### src/rtl/pll_phase_pkg.sv
// Shared types and constants for the ECP5 EHXPLLL dynamic phase-shift controller.
// Contents: controller FSM state enum, PHASESEL output encodings, and the
// per-output phase-position wrap lookup (8 positions per VCO-to-output divider).
package pll_phase_pkg;

    typedef enum logic [2:0] {
        StIdle,
        StSetup,
        StPulse,
        StSettle,
        StDone,
        StAbort
    } state_e;

    // PHASESEL encodings; also the index of each output's slot in pos_all.
    localparam logic [1:0] SEL_OS  = 2'b00;
    localparam logic [1:0] SEL_OS2 = 2'b01;
    localparam logic [1:0] SEL_OS3 = 2'b10;
    localparam logic [1:0] SEL_OP  = 2'b11;

    // Phase positions per output period (8 * output divider).
    localparam int unsigned WRAP_OP  = 40;
    localparam int unsigned WRAP_OS  = 8;
    localparam int unsigned WRAP_OS2 = 200;
    localparam int unsigned WRAP_OS3 = 80;

    function automatic int unsigned wrap_of(input logic [1:0] sel);
        int unsigned w;
        case (sel)
            SEL_OS:  w = WRAP_OS;
            SEL_OS2: w = WRAP_OS2;
            SEL_OS3: w = WRAP_OS3;
            default: w = WRAP_OP;
        endcase
        return w;
    endfunction

endpackage

### src/rtl/pll_phase_ctrl_lock.sv
// PLL lock qualifier.
// Synchronises the asynchronous PLL LOCK into the controller clock with two
// flops, then requires LOCK_FILTER consecutive high samples before reporting
// a stable lock. A single low synchronised sample drops the stable flag on the
// following cycle.
// Ports:
//   clk_i            controller clock
//   rst_ni           asynchronous active-low reset
//   pll_locked_i     raw PLL LOCK (asynchronous)
//   locked_stable_o  filtered lock
module pll_lock_filter #(
    parameter int unsigned LOCK_FILTER = 1024
) (
    input  logic clk_i,
    input  logic rst_ni,
    input  logic pll_locked_i,
    output logic locked_stable_o
);

    localparam int unsigned CNT_W = $clog2(LOCK_FILTER + 1);
    localparam logic [CNT_W-1:0] CNT_MAX = CNT_W'(LOCK_FILTER);

    logic             sync1_q, sync2_q;
    logic [CNT_W-1:0] cnt_q, cnt_d;

    always_comb begin
        cnt_d = cnt_q;
        if (!sync2_q) begin
            cnt_d = '0;
        end else if (cnt_q != CNT_MAX) begin
            cnt_d = cnt_q + CNT_W'(1);
        end
    end

    always_ff @(posedge clk_i or negedge rst_ni) begin
        if (!rst_ni) begin
            sync1_q <= 1'b0;
            sync2_q <= 1'b0;
            cnt_q   <= '0;
        end else begin
            sync1_q <= pll_locked_i;
            sync2_q <= sync1_q;
            cnt_q   <= cnt_d;
        end
    end

    assign locked_stable_o = (cnt_q == CNT_MAX);

endmodule

### src/rtl/pll_phase_ctrl.sv
// ECP5 EHXPLLL dynamic phase-shift sequencer.
// Accepts step requests over valid/ready, drives PHASESEL/PHASEDIR/PHASESTEP,
// tracks the phase position of every PLL output and aborts on lock loss.
// Ports:
//   clk_i, rst_ni              reference clock, async active-low reset
//   req_valid_i/req_ready_o    request handshake
//   req_sel_i/req_dir_i        output select (00 OS,01 OS2,10 OS3,11 OP), 0=delay 1=advance
//   req_steps_i                step count, 0 = no-op
//   done_o/busy_o/err_o        completion pulse, in-progress, sticky lock-loss abort
//   pos_all_o                  four positions, CLKOS in the low slice, CLKOP on top
//   pll_locked_i               raw PLL LOCK
//   locked_stable_o            filtered lock
//   pll_phase*_o               to the EHXPLLL dynamic phase pins
module pll_phase_ctrl
    import pll_phase_pkg::*;
#(
    parameter int unsigned POS_W             = 8,
    parameter int unsigned STEP_PULSE_CYCLES = 4,
    parameter int unsigned SETUP_CYCLES      = 2,
    parameter int unsigned SETTLE_CYCLES     = 16,
    parameter int unsigned LOCK_FILTER       = 1024
) (
    input  logic               clk_i,
    input  logic               rst_ni,
    input  logic               req_valid_i,
    output logic               req_ready_o,
    input  logic [1:0]         req_sel_i,
    input  logic               req_dir_i,
    input  logic [POS_W-1:0]   req_steps_i,
    output logic               done_o,
    output logic               busy_o,
    output logic               err_o,
    output logic [4*POS_W-1:0] pos_all_o,
    input  logic               pll_locked_i,
    output logic               locked_stable_o,
    output logic [1:0]         pll_phasesel_o,
    output logic               pll_phasedir_o,
    output logic               pll_phasestep_o,
    output logic               pll_phaseloadreg_o
);

    localparam int unsigned CNT_MAX0 =
        (STEP_PULSE_CYCLES > SETUP_CYCLES) ? STEP_PULSE_CYCLES : SETUP_CYCLES;
    localparam int unsigned CNT_MAX  = (SETTLE_CYCLES > CNT_MAX0) ? SETTLE_CYCLES : CNT_MAX0;
    localparam int unsigned CNT_W    = $clog2(CNT_MAX + 1);

    localparam logic [CNT_W-1:0] SETUP_LAST  = CNT_W'(SETUP_CYCLES - 1);
    localparam logic [CNT_W-1:0] PULSE_LAST  = CNT_W'(STEP_PULSE_CYCLES - 1);
    localparam logic [CNT_W-1:0] SETTLE_LAST = CNT_W'(SETTLE_CYCLES - 1);

    state_e             state_q, state_d;
    logic [CNT_W-1:0]   cnt_q, cnt_d;
    logic [1:0]         sel_q, sel_d;
    logic               dir_q, dir_d;
    logic [POS_W-1:0]   rem_q, rem_d;
    logic               err_q, err_d;
    logic               done_q, done_d;
    logic [POS_W-1:0]   pos_q [4];
    logic [POS_W-1:0]   pos_d [4];

    logic               locked;
    logic               accept;
    logic               pulse_end;
    logic [POS_W-1:0]   wrap_last;
    logic [POS_W-1:0]   pos_cur;
    logic [POS_W-1:0]   pos_step;

    pll_lock_filter #(
        .LOCK_FILTER (LOCK_FILTER)
    ) u_lock (
        .clk_i           (clk_i),
        .rst_ni          (rst_ni),
        .pll_locked_i    (pll_locked_i),
        .locked_stable_o (locked)
    );

    assign accept    = req_valid_i & req_ready_o;
    // Last pulse cycle: PHASESTEP rises on this edge, which is when the PLL moves.
    assign pulse_end = (state_q == StPulse) && (cnt_q == PULSE_LAST);

    // State register
    always_ff @(posedge clk_i or negedge rst_ni) begin
        if (!rst_ni) begin
            state_q <= StIdle;
        end else begin
            state_q <= state_d;
        end
    end

    // Next-state logic
    always_comb begin
        state_d = state_q;
        unique case (state_q)
            StIdle: begin
                if (accept) begin
                    state_d = (req_steps_i == '0) ? StDone : StSetup;
                end
            end
            StSetup: begin
                if (!locked) begin
                    state_d = StAbort;
                end else if (cnt_q == SETUP_LAST) begin
                    state_d = StPulse;
                end
            end
            // Lock loss is deliberately ignored here so a started pulse always completes.
            StPulse: begin
                if (cnt_q == PULSE_LAST) begin
                    state_d = StSettle;
                end
            end
            StSettle: begin
                if (!locked) begin
                    state_d = StAbort;
                end else if (cnt_q == SETTLE_LAST) begin
                    state_d = (rem_q == '0) ? StDone : StPulse;
                end
            end
            StDone, StAbort: state_d = StIdle;
            default: state_d = StIdle;
        endcase
    end

    // Output logic
    always_comb begin
        req_ready_o     = (state_q == StIdle) && locked && !done_q;
        busy_o          = (state_q != StIdle);
        pll_phasestep_o = (state_q != StPulse);
    end

    // Next position of the selected output, wrapping at its period.
    always_comb begin
        wrap_last = POS_W'(wrap_of(sel_q) - 1);
        pos_cur   = pos_q[sel_q];
        if (!dir_q) begin
            pos_step = (pos_cur == wrap_last) ? '0 : pos_cur + POS_W'(1);
        end else begin
            pos_step = (pos_cur == '0) ? wrap_last : pos_cur - POS_W'(1);
        end
    end

    // Datapath next-state
    always_comb begin
        cnt_d  = (state_d != state_q) ? '0 : cnt_q + CNT_W'(1);
        sel_d  = sel_q;
        dir_d  = dir_q;
        rem_d  = rem_q;
        err_d  = err_q;
        done_d = (state_q == StDone) || (state_q == StAbort);
        pos_d  = pos_q;
        if (accept) begin
            sel_d = req_sel_i;
            dir_d = req_dir_i;
            rem_d = req_steps_i;
            err_d = 1'b0;
        end
        if (pulse_end) begin
            pos_d[sel_q] = pos_step;
            rem_d        = rem_q - POS_W'(1);
        end
        if (state_q == StAbort) begin
            err_d = 1'b1;
            rem_d = '0;
        end
    end

    always_ff @(posedge clk_i or negedge rst_ni) begin
        if (!rst_ni) begin
            cnt_q  <= '0;
            sel_q  <= 2'b00;
            dir_q  <= 1'b0;
            rem_q  <= '0;
            err_q  <= 1'b0;
            done_q <= 1'b0;
            for (int i = 0; i < 4; i++) begin
                pos_q[i] <= '0;
            end
        end else begin
            cnt_q  <= cnt_d;
            sel_q  <= sel_d;
            dir_q  <= dir_d;
            rem_q  <= rem_d;
            err_q  <= err_d;
            done_q <= done_d;
            for (int i = 0; i < 4; i++) begin
                pos_q[i] <= pos_d[i];
            end
        end
    end

    assign done_o             = done_q;
    assign err_o              = err_q;
    assign pos_all_o          = {pos_q[3], pos_q[2], pos_q[1], pos_q[0]};
    assign locked_stable_o    = locked;
    assign pll_phasesel_o     = sel_q;
    assign pll_phasedir_o     = dir_q;
    assign pll_phaseloadreg_o = 1'b1;

endmodule

### config.mk
export PLATFORM = sky130hd
export DESIGN_NAME = pll_phase_ctrl
export DESIGN_NICKNAME = d
export VERILOG_FILES = /design/src/rtl/pll_phase_pkg.sv /design/src/rtl/pll_phase_ctrl_lock.sv /design/src/rtl/pll_phase_ctrl.sv
export SDC_FILE = /design/constraint.sdc
export NUM_CORES = 1
export LEC_CHECK = 0
export ABC_AREA = 1
export CORE_AREA = 3 3 96 98
export CTS_CLUSTER_SIZE = 28
export DETAILED_ROUTE_END_ITERATION = 12
export DIE_AREA = 0 0 99 101
export PLACE_DENSITY_LB_ADDON = 0.15
export SLEW_MARGIN = 20
export SYNTH_ARGS = -nofsm -noshare
export SYNTH_HDL_FRONTEND = slang
export SYNTH_HIERARCHICAL = 1
export SYNTH_SLANG_ARGS = --single-unit
export TNS_END_PERCENT = 5
### constraint.sdc
create_clock -name clk_i -period 2 [get_ports clk_i]
set_input_delay 0.4 -clock clk_i [delete_from_list [all_inputs] [get_ports clk_i]]
set_output_delay 0.4 -clock clk_i [all_outputs]
set_load 0.01 [all_outputs]
## Word level (Yosys, flattened, before mapping)

Cells that the tools add are included.

- Add/sub/neg operators: 6
- Order comparisons: 2
- Eq/ne operators: 16
- Mux-type cells: 27
- Bitwise operators: 2
- Reduce and logical (&&, ||, !) cells: 14

Operators with widths:

| operator | number |
|---|---|
| two-way mux 8 bit | 9 |
| bitwise mux 32 bit | 1 |
| logical NOT 8 bit | 3 |
| two-way mux 3 bit | 8 |
| case mux 8 bit (3 select lines) | 1 |
| subtractor 8 x 1 -> 8 bit, second input constant | 3 |
| two-way mux 11 bit | 2 |
| binary-select mux 8 bit (select 2 bit) | 1 |
| demux 8 bit (select 2 bit) | 1 |
| case mux 3 bit (4 select lines) | 1 |
| adder 11 x 1 -> 11 bit, second input constant | 1 |
| equality test 11 bit, second input constant | 1 |
| != test 11 bit, second input constant | 1 |
| adder 8 x 1 -> 8 bit, second input constant | 1 |
| equality test 8 bit | 1 |
| equality test 3 x 2 -> 1 bit, second input constant | 2 |
| equality test 3 bit, second input constant | 2 |
| nonzero test 3 bit | 2 |
| adder 5 x 1 -> 5 bit, second input constant | 1 |
| equality test 5 x 1 -> 1 bit, second input constant | 1 |
| equality test 5 x 2 -> 1 bit, second input constant | 1 |
| equality test 5 x 4 -> 1 bit, second input constant | 1 |
| two-way mux 5 bit | 1 |
| logical AND 1 bit | 4 |
| 16 further kinds | 17 |

- Register bits after elaboration: 66
- Output and inout bits: 42

## Logic depth before layout (Yosys ltp)

Gate-level depths: netlist of the first run.

- Depth after elaboration: 8
- Mapped depth: 17
- Gate-level depth less buffers: 15

## Modules after synthesis

Netlist of the first run, hierarchy kept.

By module, submodules not included:

| module | times used | cells an instance | area each (µm²) | sequential area each (µm²) |
|---|---|---|---|---|
| pll_phase_ctrl | 1 | 482 | 3,520.9 | 1,326.3 |
| pll_lock_filter | 1 | 87 | 708.2 | 325.3 |

## Least setup slack after synthesis of the first run

No wires, ideal clock.

- Path kind: register to register
- Start point: register u_lock.cnt_q[0]
- End point: register cnt_q[0] (netlist name)
- Arrival: 2.107 ns
- Setup slack: -0.179 ns
- Cell stages (with the launch flop): 14
- Buffers on the path: 0
- Cells stage by stage: dfrtp_1 > inv_1 > ha_1 > nand4_1 > nor3_2 > inv_1 > nor3_4 > nand2_2 > inv_2 > nand2_1 > nand3b_2 > xor2_1 > nand2_1 > nor2_1

RTL lines:

| what | line | source |
|---|---|---|
| start, declared | pll_phase_ctrl_lock.sv:24 | `logic [CNT_W-1:0] cnt_q, cnt_d;` |
| start signal, assigned | pll_phase_ctrl_lock.sv:43 | `cnt_q <= cnt_d;` |

## Worst setup path after layout of the first run

- Start point: register u_lock.cnt_q[0]
- End point: output port req_ready_o

- Word-level cells in the longest chain between the ends: 3

Ends and longest elaborated chain:

| what | line | source |
|---|---|---|
| equality test 11 bit | pll_phase_ctrl_lock.sv:47 | `assign locked_stable_o = (cnt_q == CNT_MAX);` |
| logical AND 1 bit (2 in a row) | pll_phase_ctrl.sv:126 | `req_ready_o = (state_q == StIdle) && locked && !done_q;` |
| end, declared | pll_phase_ctrl.sv:26 | `output logic req_ready_o,` |

Every way passes these cells.

==> impl_metrics.tcl, run 1 <==
set metrics [dict create \
    drtIter0Drc 212 \
    p_int_mw 1.97 \
    dpl.hpwl_um 8600 \
    skew_ps 14.1 \
    cp.required_ps 1600 \
    dieWidth_um 99 \
    syn_avg_cell_area_um2 7.43 \
    fin_crit_sh_pct 103 \
    grt_setup_unrepaired "true" \
    io_buffers 55 \
    track_usage_pct 24.0 \
    hold_viol_final 0 \
    yosys_register_bits 66 \
    start_kind "flop" \
    vias 4246 \
    r2r_cells 13 \
    grt_max_degree 67 \
    initial_core_util_pct 49.5 \
    synth_edf_count 0 \
    async_reset_ff_share_pct 100 \
    diodes 0 \
    cts-root-buf "clkbuf_8" \
    outcome "complete, but fails checks" \
    drtPass1Iterations 5 \
    p_sw_share_pct 22.9 \
    routed_via_density 5.27 \
    grt_remaining_overflow 0 \
    cts.sinks 66 \
    hold_path_class "in2async" \
    worst_pin_slew_ps 504 \
    setup_viol 13 \
    design.die.area_um2 10000 \
    cts_made_buffers 9 \
    rows 34 \
    grt_pass1_wl_um 19300 \
    dp.cells 776 \
    layout_setup_ws_ps -60.2 \
    syn_inst 569 \
    hold_slack_ps 63.2 \
    htree_levels 3 \
    die_h_um 101 \
    drv_cap 0 \
    drt-total-wl_um 12200 \
    cp_max_fo 2 \
    dp_worst_setup_slack_ps -182 \
    ys_warn_count 6 \
    clock.fmax_mhz 485 \
    cp.arrival_ps 1660 \
    slew_violations 0 \
    netlist_area_um2 4230 \
    critPathKind "reg2out" \
    synth_ff_type "dfrtp_1" \
    layout_min_cycle_time_ps 2060 \
    ios 57 \
    gp_congestion 0.901 \
    timing.rr.end "pos_all_o[11]$_DFFE_PN0P_" \
    synth_nets 600 \
    end_kind "primary output" \
    cts_tree "done" \
    r2r-start "pll_phasesel_o[0]$_DFFE_PN0P_" \
    clk_pin_slew_worst_paths_ps 80 \
    tns_ps -141 \
    clockPowerShare_pct 42.9 \
    clk_latency_ps 330 \
    violations "setup timing" \
    ir_drop_mv 0.409 \
    drc 0 \
    coreArea_um2 8550 \
    powerDensity_nw_per_um2 428 \
    cts_hold_buf 0 \
    synthDistinctLibCells 39 \
    fin_cells 805 \
    synthToLayoutAreaGrowth_pct 41.3 \
    switchingPower_uw 587 \
    final_antenna_net_count 0 \
    rrSetupSlack_ps -30 \
    clk_path_buf_depth 2 \
    antenna_found_initial 0 \
    placed_area_um2 5300 \
    final_nets 723 \
    relSlewSlack_pct 66.3 \
    seqPwrFrac_pct 52.6 \
    grt_pass1_vias 3961 \
    seq_area_frac_synth_pct 39.1 \
    drive_gt1_share_pct 30.4 \
    wl_per_cell_um 15.1 \
    fin_area_um2 5980 \
    p_leak_nw 3.01 \
    combPwrFrac_pct 4.5 \
]
-- worst max path at each step --
| stage | startpoint | endpoint | slack [ps] |
|---|---|---|---|
| CTS | u_lock/cnt_q[0]$_DFFE_PN0P_ | req_ready_o | -60 |
| floorplan | u_lock/cnt_q[0]$_DFFE_PN0P_ | cnt_q[0]$_DFF_PN0_ | -90 |
| finish | u_lock/cnt_q[0]$_DFFE_PN0P_ | req_ready_o | -60 |
| global route | pll_phasesel_o[0]$_DFFE_PN0P_ | pos_all_o[11]$_DFFE_PN0P_ | -180 |
| detailed placement | u_lock/cnt_q[0]$_DFFE_PN0P_ | cnt_q[2]$_DFF_PN0_ | -180 |
| global placement | u_lock/cnt_q[0]$_DFFE_PN0P_ | req_ready_o | -90 |
-- stage by stage --
step           power [mW]  util, %
3_3_place_gp         1.48     61.9
4_1_cts              2.59     65.3
6_report             2.56     69.9
5_1_grt              2.66     69.9
2_1_floorplan        1.40        -
3_5_place_dp         1.48     61.9
-- power groups by stage --
stage                     sequential, mW  combinational [mW]  clock, mW
after floorplan                     1.37              0.0310          0
after detailed placement            1.37               0.108          0
final                               1.35               0.115       1.10
after global routing                1.35               0.129       1.19
after global placement              1.37               0.106          0
after CTS                           1.35               0.117       1.12
-- sequential cells by signal, summed over array words and instances, names as in the netlist --
| name | flops |
|---|---|
| u_lock/sync1_q | 1 |
| done_o | 1 |
| rem_q | 8 |
| err_o | 1 |
| cnt_q | 5 |
| state_q | 3 |
| pos_all_o | 32 |
| u_lock/sync2_q | 1 |
| pll_phasesel_o | 2 |
| pll_phasedir_o | 1 |
| u_lock/cnt_q | 11 |
-- cell usage in the layout (no fill, tap or decap), types with 7 or more instances in the layout --
master           netlist  routed
nand2_1              211     187
dfrtp_1               66      63
buf_4                  3      56
clkdlybuf4s50_1        0      49
inv_1                 42      36
nor2_1                38      34
nand2_2               26      34
nand3_1               45      30
nand3_2               13      21
nand2_4                3      18
o21ai_0               23      18
ha_1                  16      12
inv_2                  8      11
a21oi_1               11      10
nor2_4                 7      10
clkbuf_8               0       9
nand4_1                8       8
o21ai_1                4       8
nand3_4                1       8
o22ai_1                7       7
buf_6                  1       7
-- critical path, cell delays in order, from the launching register on --
cell and delay, ps:
dfrtp_1 390, inv_2 80, ha_4 140, nand4_1 160
nor3_4 200, inv_2 80, nor3_4 120, buf_2 160
-- metal layers --
layer | share of wire (%) | track usage, %
met1 | 48 | 35.3
met4 | 0.81 | 4.73
met3 | 4.8 | 3.81
met2 | 47 | 37.5
met5 | 0 | 0
-- layout make-up --
cell class	count	area [µm²]
Tap cell	108	135
Sequential cell	66	1660
Clock inverter	4	51.3
Clock buffer	12	135
Fill cell	685	2570
Inverter	52	210
Multi-Input combinational cell	442	2690
Timing Repair Buffer	121	1100
-- cells in the mapped netlist (2+ instances only) --
cell     count  area, µm²
buf_4        3       22.5
nor4_1       2       12.5
inv_2        8       30.0
nand2_4      3       33.8
nand3_2     13        130
dfrtp_1     66       1650
nand4_1      8       50.1
o21ai_0     23        115
o22ai_1      7       43.8
nor2_1      38        143
o21ai_1      4       20.0
nor2_2       4       25.0
or2_2        2       12.5
buf_2        3       15.0
nor3_1       5       25.0
nand3_1     45        225
xor2_1       6       52.6
ha_1        16        200
inv_1       42        158
a21oi_1     11       55.1
nand2_2     26        163
nand2_1    211        792
nor2_4       7       78.8
-- kinds of logic after synthesis --
kind of cell    after synthesis  share of synthesized area (%)
buf+inv                      61                           6.77
simple gates                368                           41.3
xor+xnor                      7                           1.45
compound gates               50                           6.63
flops                        66                           39.1
other cells                   1                         0.0887
fa+ha+maj                    16                           4.73
-- timing repair --
action | CTS | global route
endpoints found under the setup margin | 44 | 44
buffers inserted | 4 | 11
gates resized for setup | 33 | 84
hold endpoints to repair | 0 | 0
pin swaps | 12 | 46
Note: power is estimated with default switching activity, not from simulation.
==> inputs of run 2 (changes only) <==
Settings changed: ABC_CLOCK_PERIOD_IN_PS from default to 2000, CORE_AREA 3 3 96 98 to 3 3 95 97, CTS_BUF_LIST from default to sky130_fd_sc_hd__clkbuf_2, DIE_AREA 0 0 99 101 to 0 0 98 100.
==> run 2 against run 1 <==
  * The run still ends with setup timing left
  * Register-to-register slack got worse by 50 ps
  * Setup slack worse by 240 ps
  * Clock power is 14% lower
  * Fmax shrank 11%
  * Final cell count down 2.4%
  * Critical endpoint unchanged
  * Sequential share of layout area up 2.3 points
  * Critical path depth is the same
==> impl_metrics.tcl, run 2 (synthesis results as in run 1) <==
set metrics [dict create \
    outcome "complete, but fails checks" \
    violations "setup timing" \
    layout_setup_ws_ps -303 \
    htree_levels 3 \
    hold_viol_final 0 \
    routed_via_density 5.33 \
    cts.sinks 66 \
    clk_pin_slew_worst_paths_ps 190 \
    fin_crit_sh_pct 115 \
    cp_cell_sequence "inv_2 > ha_4 > nand4_1 > nor3_4 > inv_2 > nor3_4 > buf_2" \
    fill_cells 712 \
    cts_made_buffers 9 \
    cp_max_fo 2 \
    dpl.hpwl_um 8460 \
    skew_ps 28.6 \
    dp_worst_setup_slack_ps -218 \
    ir_drop_mv 0.465 \
    coreArea_um2 8220 \
    layout_common_cells "nand2_1 (206), dfrtp_1 (60), clkdlybuf4s50_1 (46), buf_4 (43), nand3_1 (38)" \
    hold_path.startpoint "pll_locked_i" \
    layout_min_cycle_time_ps 2300 \
    p_leak_nw 2.82 \
    tns_ps -1730 \
    power_mw 2.41 \
    hold_path_class "in2reg" \
    rrSetupSlack_ps -80 \
    drive_gt1_share_pct 25.3 \
    grt_setup_unrepaired "true" \
    dieWidth_um 98 \
    io_buffers 55 \
    crit_slowest_cell "dfrtp_1" \
    r2r-start "pll_phasesel_o[0]$_DFFE_PN0P_" \
    drtIter0Drc 218 \
    cp.buffers_inverters 3 \
    grt_max_degree 67 \
    drc 0 \
    dp.cells 766 \
    slowest_delay_ps 430 \
    critPathLaunch "u_lock/cnt_q[0]$_DFFE_PN0P_" \
    synthToLayoutAreaGrowth_pct 30.8 \
    design.die.area_um2 9800 \
    clk_latency_ps 520 \
    end_kind "primary output" \
    vias 4189 \
    grt_remaining_overflow 0 \
    placed_area_um2 5240 \
    rows 33 \
    final_nets 707 \
    final_antenna_net_count 0 \
    wl_per_cell_um 14.8 \
    cp.required_ps 1600 \
    grt_pass1_vias 3894 \
    die_h_um 100 \
    ios 57 \
    start_kind "flop" \
    antenna_found_initial 0 \
    final_common_cell "nand2_1" \
    critPathKind "reg2out" \
    drv_cap 0 \
    initial_core_util_pct 51.5 \
    cts-root-buf "clkbuf_2" \
    clock.fmax_mhz 434 \
    fin_area_um2 5530 \
    fin_cells 786 \
    slew_violations 0 \
    grt_pass1_wl_um 19100 \
    cp.arrival_ps 1900 \
    largest_reg_flops 32 \
    drtPass1Iterations 5 \
    drt-total-wl_um 11600 \
    powerDensity_nw_per_um2 436 \
    cts_tree "done" \
    clk_path_buf_depth 2 \
    diodes 0 \
    cpLargestDelayFamily "simple AND/OR/NAND/NOR gates" \
    track_usage_pct 24.3 \
    setup_viol 27 \
    gp_congestion 1.00 \
]
-- run 2: changes by cell type in the layout (fill, tap and decap cells not counted), moves of 5 or more --
cell	change
buf_4	-13
nand3_1	+8
clkbuf_8	-9
nand2_4	-14
nand2_1	+19
nand3_4	-5
clkbuf_2	+12
-- run 2: power by group --
group / total (mW) / internal [mW] / switching, mW
logic: 0.116 / 0.0550 / 0.0606
registers: 1.35 / 1.34 / 0.00644
clock network: 0.944 / 0.434 / 0.510
total: 2.41 / 1.83 / 0.577
-- run 2: layout make-up --
cell class	instances	area [µm²]	area share [%]
clock buffer	12	60.1	1.09
clock inverter	4	76.3	1.38
inverter	52	205	3.71
multi-input combinational	442	2430	43.9
sequential	66	1660	30.0
tap	105	131	2.38
timing repair buffer	105	972	17.6
-- run 2: worst paths after layout --
kind / to / cells past startpoint
min reg2reg: u_lock/sync2_q$_DFF_PN0_ / 0
max in group asynchronous: pos_all_o[21]$_DFFE_PN0P_ / 3
min in group asynchronous: rem_q[4]$_DFFE_PN0P_ / 3
max reg2reg: pos_all_o[21]$_DFFE_PN0P_ / 15
min: u_lock/sync1_q$_DFF_PN0_ / 1
max: req_ready_o / 7
-- run 2: timing repair --
action	4_1_cts	5_1_grt
endpoints found under the hold margin	66	0
pin swaps	9	1
setup endpoints to repair	48	48
hold buffers	1	0
buffers inserted	2	1
resized for setup	29	25
-- run 2: through the flow --
stage / hold slack [ps] / utilization [%]
final: 321 / 67.3
after global placement: 334 / 63.8
after CTS: 281 / 66.3
after floorplan: 104 / -
after global routing: 282 / 67.3
after detailed placement: 336 / 63.8
-- run 2: metal layers --
metal / up-vias / share of wire [%] / wire [µm] / global-route usage (%)
li1: 2033 / - / - / -
met1: 1987 / 47 / 5500 / 35.4
met2: 152 / 44 / 5170 / 36.3
met3: 17 / 6.5 / 760 / 3.68
met4: 0 / 1.8 / 212 / 10.1
met5: - / 0 / 0 / 0
==> inputs of run 3 (changes only) <==
Settings changed: GPL_ROUTABILITY_DRIVEN from default to 0, MAX_ROUTING_LAYER from default to met4.
==> run 3 against run 2 <==
  * The flow still finishes with violations (setup timing)
  * Wire length decreased by 3.4%
  * Die area is the same
  * Power rose by 0.71%
  * Global-route usage up 0.30 points
  * First-iteration DRC count increased by 9.6%
  * Worst hold slack improved by 13 ps
  * Count of clock-buffer cells in the layout down 3
  * Setup slack gained 15 ps
  * Critical path depth fell by 1
  * Fmax grew 0.66%
==> impl_metrics.tcl, run 3 (synthesis results as in run 1) <==
set metrics [dict create \
    outcome "complete, but fails checks" \
    violations "setup timing" \
    initial_core_util_pct 51.5 \
    design.die.area_um2 9800 \
    fin_cells 781 \
    final_common_cell "nand2_1" \
    rrSetupSlack_ps -210 \
    dieWidth_um 98 \
    end_kind "primary output" \
    dpl.hpwl_um 8190 \
    final_antenna_net_count 0 \
    drtIter0Drc 239 \
    drv_cap 0 \
    hold_path.startpoint "pll_locked_i" \
    rows 33 \
    r2r_cells 13 \
    cpLargestDelayFamily "buffers and inverters" \
    antenna_found_initial 0 \
    critPathKind "reg2out" \
    cp.buffers_inverters 3 \
    grt_pass1_vias 3903 \
    powerDensity_nw_per_um2 443 \
    crit_slowest_cell "dfrtp_1" \
    track_usage_pct 24.6 \
    grt_max_degree 67 \
    clk_pin_slew_worst_paths_ps 210 \
    setup_viol 13 \
    coreArea_um2 8220 \
    placed_area_um2 5180 \
    cts_tree "done" \
    cts-root-buf "clkbuf_2" \
    wl_per_cell_um 14.4 \
    drive_gt1_share_pct 23.8 \
    min_to "u_lock/sync1_q$_DFF_PN0_" \
    cp.arrival_ps 1890 \
    clock.fmax_mhz 437 \
    whs_path_depth 1 \
    io_buffers 55 \
    layout_setup_ws_ps -288 \
    ir_drop_mv 0.310 \
    drtPass1Iterations 5 \
    hold_slack_ps 334 \
    routed_via_density 5.23 \
    start_kind "flop" \
    tns_ps -1840 \
    grt_pass1_wl_um 18900 \
    cp_max_fo 3 \
    skew_ps 34.2 \
    hold_viol_final 0 \
    cp.required_ps 1600 \
    die_h_um 100 \
    timing.rr.end "cnt_q[2]$_DFF_PN0_" \
    diodes 0 \
    vias 4084 \
    layout_min_cycle_time_ps 2290 \
    grt_setup_unrepaired "true" \
    synthToLayoutAreaGrowth_pct 29.5 \
    dp.cells 760 \
    p_leak_nw 2.84 \
    slew_violations 0 \
    r2r-start "u_lock/cnt_q[0]$_DFFE_PN0P_" \
    htree_levels 3 \
    layout_common_cells "nand2_1 (205), dfrtp_1 (61), clkdlybuf4s50_1 (46), buf_4 (40)" \
    ios 57 \
    fin_crit_sh_pct 114 \
    drt-total-wl_um 11200 \
    slowest_delay_ps 430 \
    largest_reg_flops 32 \
    fin_area_um2 5480 \
    cp_cell_sequence "inv_2 > ha_4 > nand4_1 > nor3_4 > buf_4 > clkdlybuf4s15_2" \
    cts_made_buffers 9 \
    clk_path_buf_depth 2 \
    critPathLaunch "u_lock/cnt_q[0]$_DFFE_PN0P_" \
    drc 0 \
    clk_latency_ps 510 \
    cts.sinks 66 \
    grt_remaining_overflow 0 \
    final_nets 702 \
    hold_path_class "in2reg" \
]
[run 3: final cells by class]
class | instances | area (µm²)
fillers | 714 | 2740
inverters | 52 | 205
multi-input cells | 442 | 2420
clock inverters | 7 | 101
clock buffers | 9 | 45.0
well taps | 105 | 131
repair buffers | 100 | 918
flip-flops and latches | 66 | 1660
[run 3: routing by layer]
metal / track usage (%) / vias to the layer above / share of wire [%]
met2: 36.0 / 122 / 45
met4: 6.82 / 0 / 1.7
met1: 35.0 / 1915 / 48
met3: 4.86 / 17 / 5.8
met5: - / - / 0
li1: - / 2030 / -
[run 3: worst max-delay path by stage]
| stage | end | slack [ps] | cells after the start |
|---|---|---|---|
| after detailed placement | req_ready_o | -180 | 7 |
| after global placement | req_ready_o | -110 | 7 |
| final | locked_stable_o | -290 | 6 |
| after global routing | req_ready_o | -440 | 7 |
| after floorplan | cnt_q[0]$_DFF_PN0_ | -90 | 13 |
| after CTS | req_ready_o | -300 | 7 |
[run 3: through the flow]
step	utilization (%)	total power [mW]	setup slack [ps]
after floorplan	-	1.40	-85.7
after global placement	63.1	1.48	-108
after detailed placement	63.1	1.48	-183
after CTS	65.5	2.45	-302
after global routing	66.6	2.53	-442
final	66.6	2.43	-288
[run 3: power by group]
part           internal (mW)  switching (mW)
combinational         0.0535          0.0614
sequential              1.34         0.00596
clock                  0.427           0.536
total                   1.82           0.603
[run 3: timing repair]
item	in CTS	in global routing
hold buffers	1	0
pin swaps	6	11
endpoints found under the hold margin	66	0
setup endpoints to repair	19	50
gates resized for setup	21	28
buffers inserted	3	1
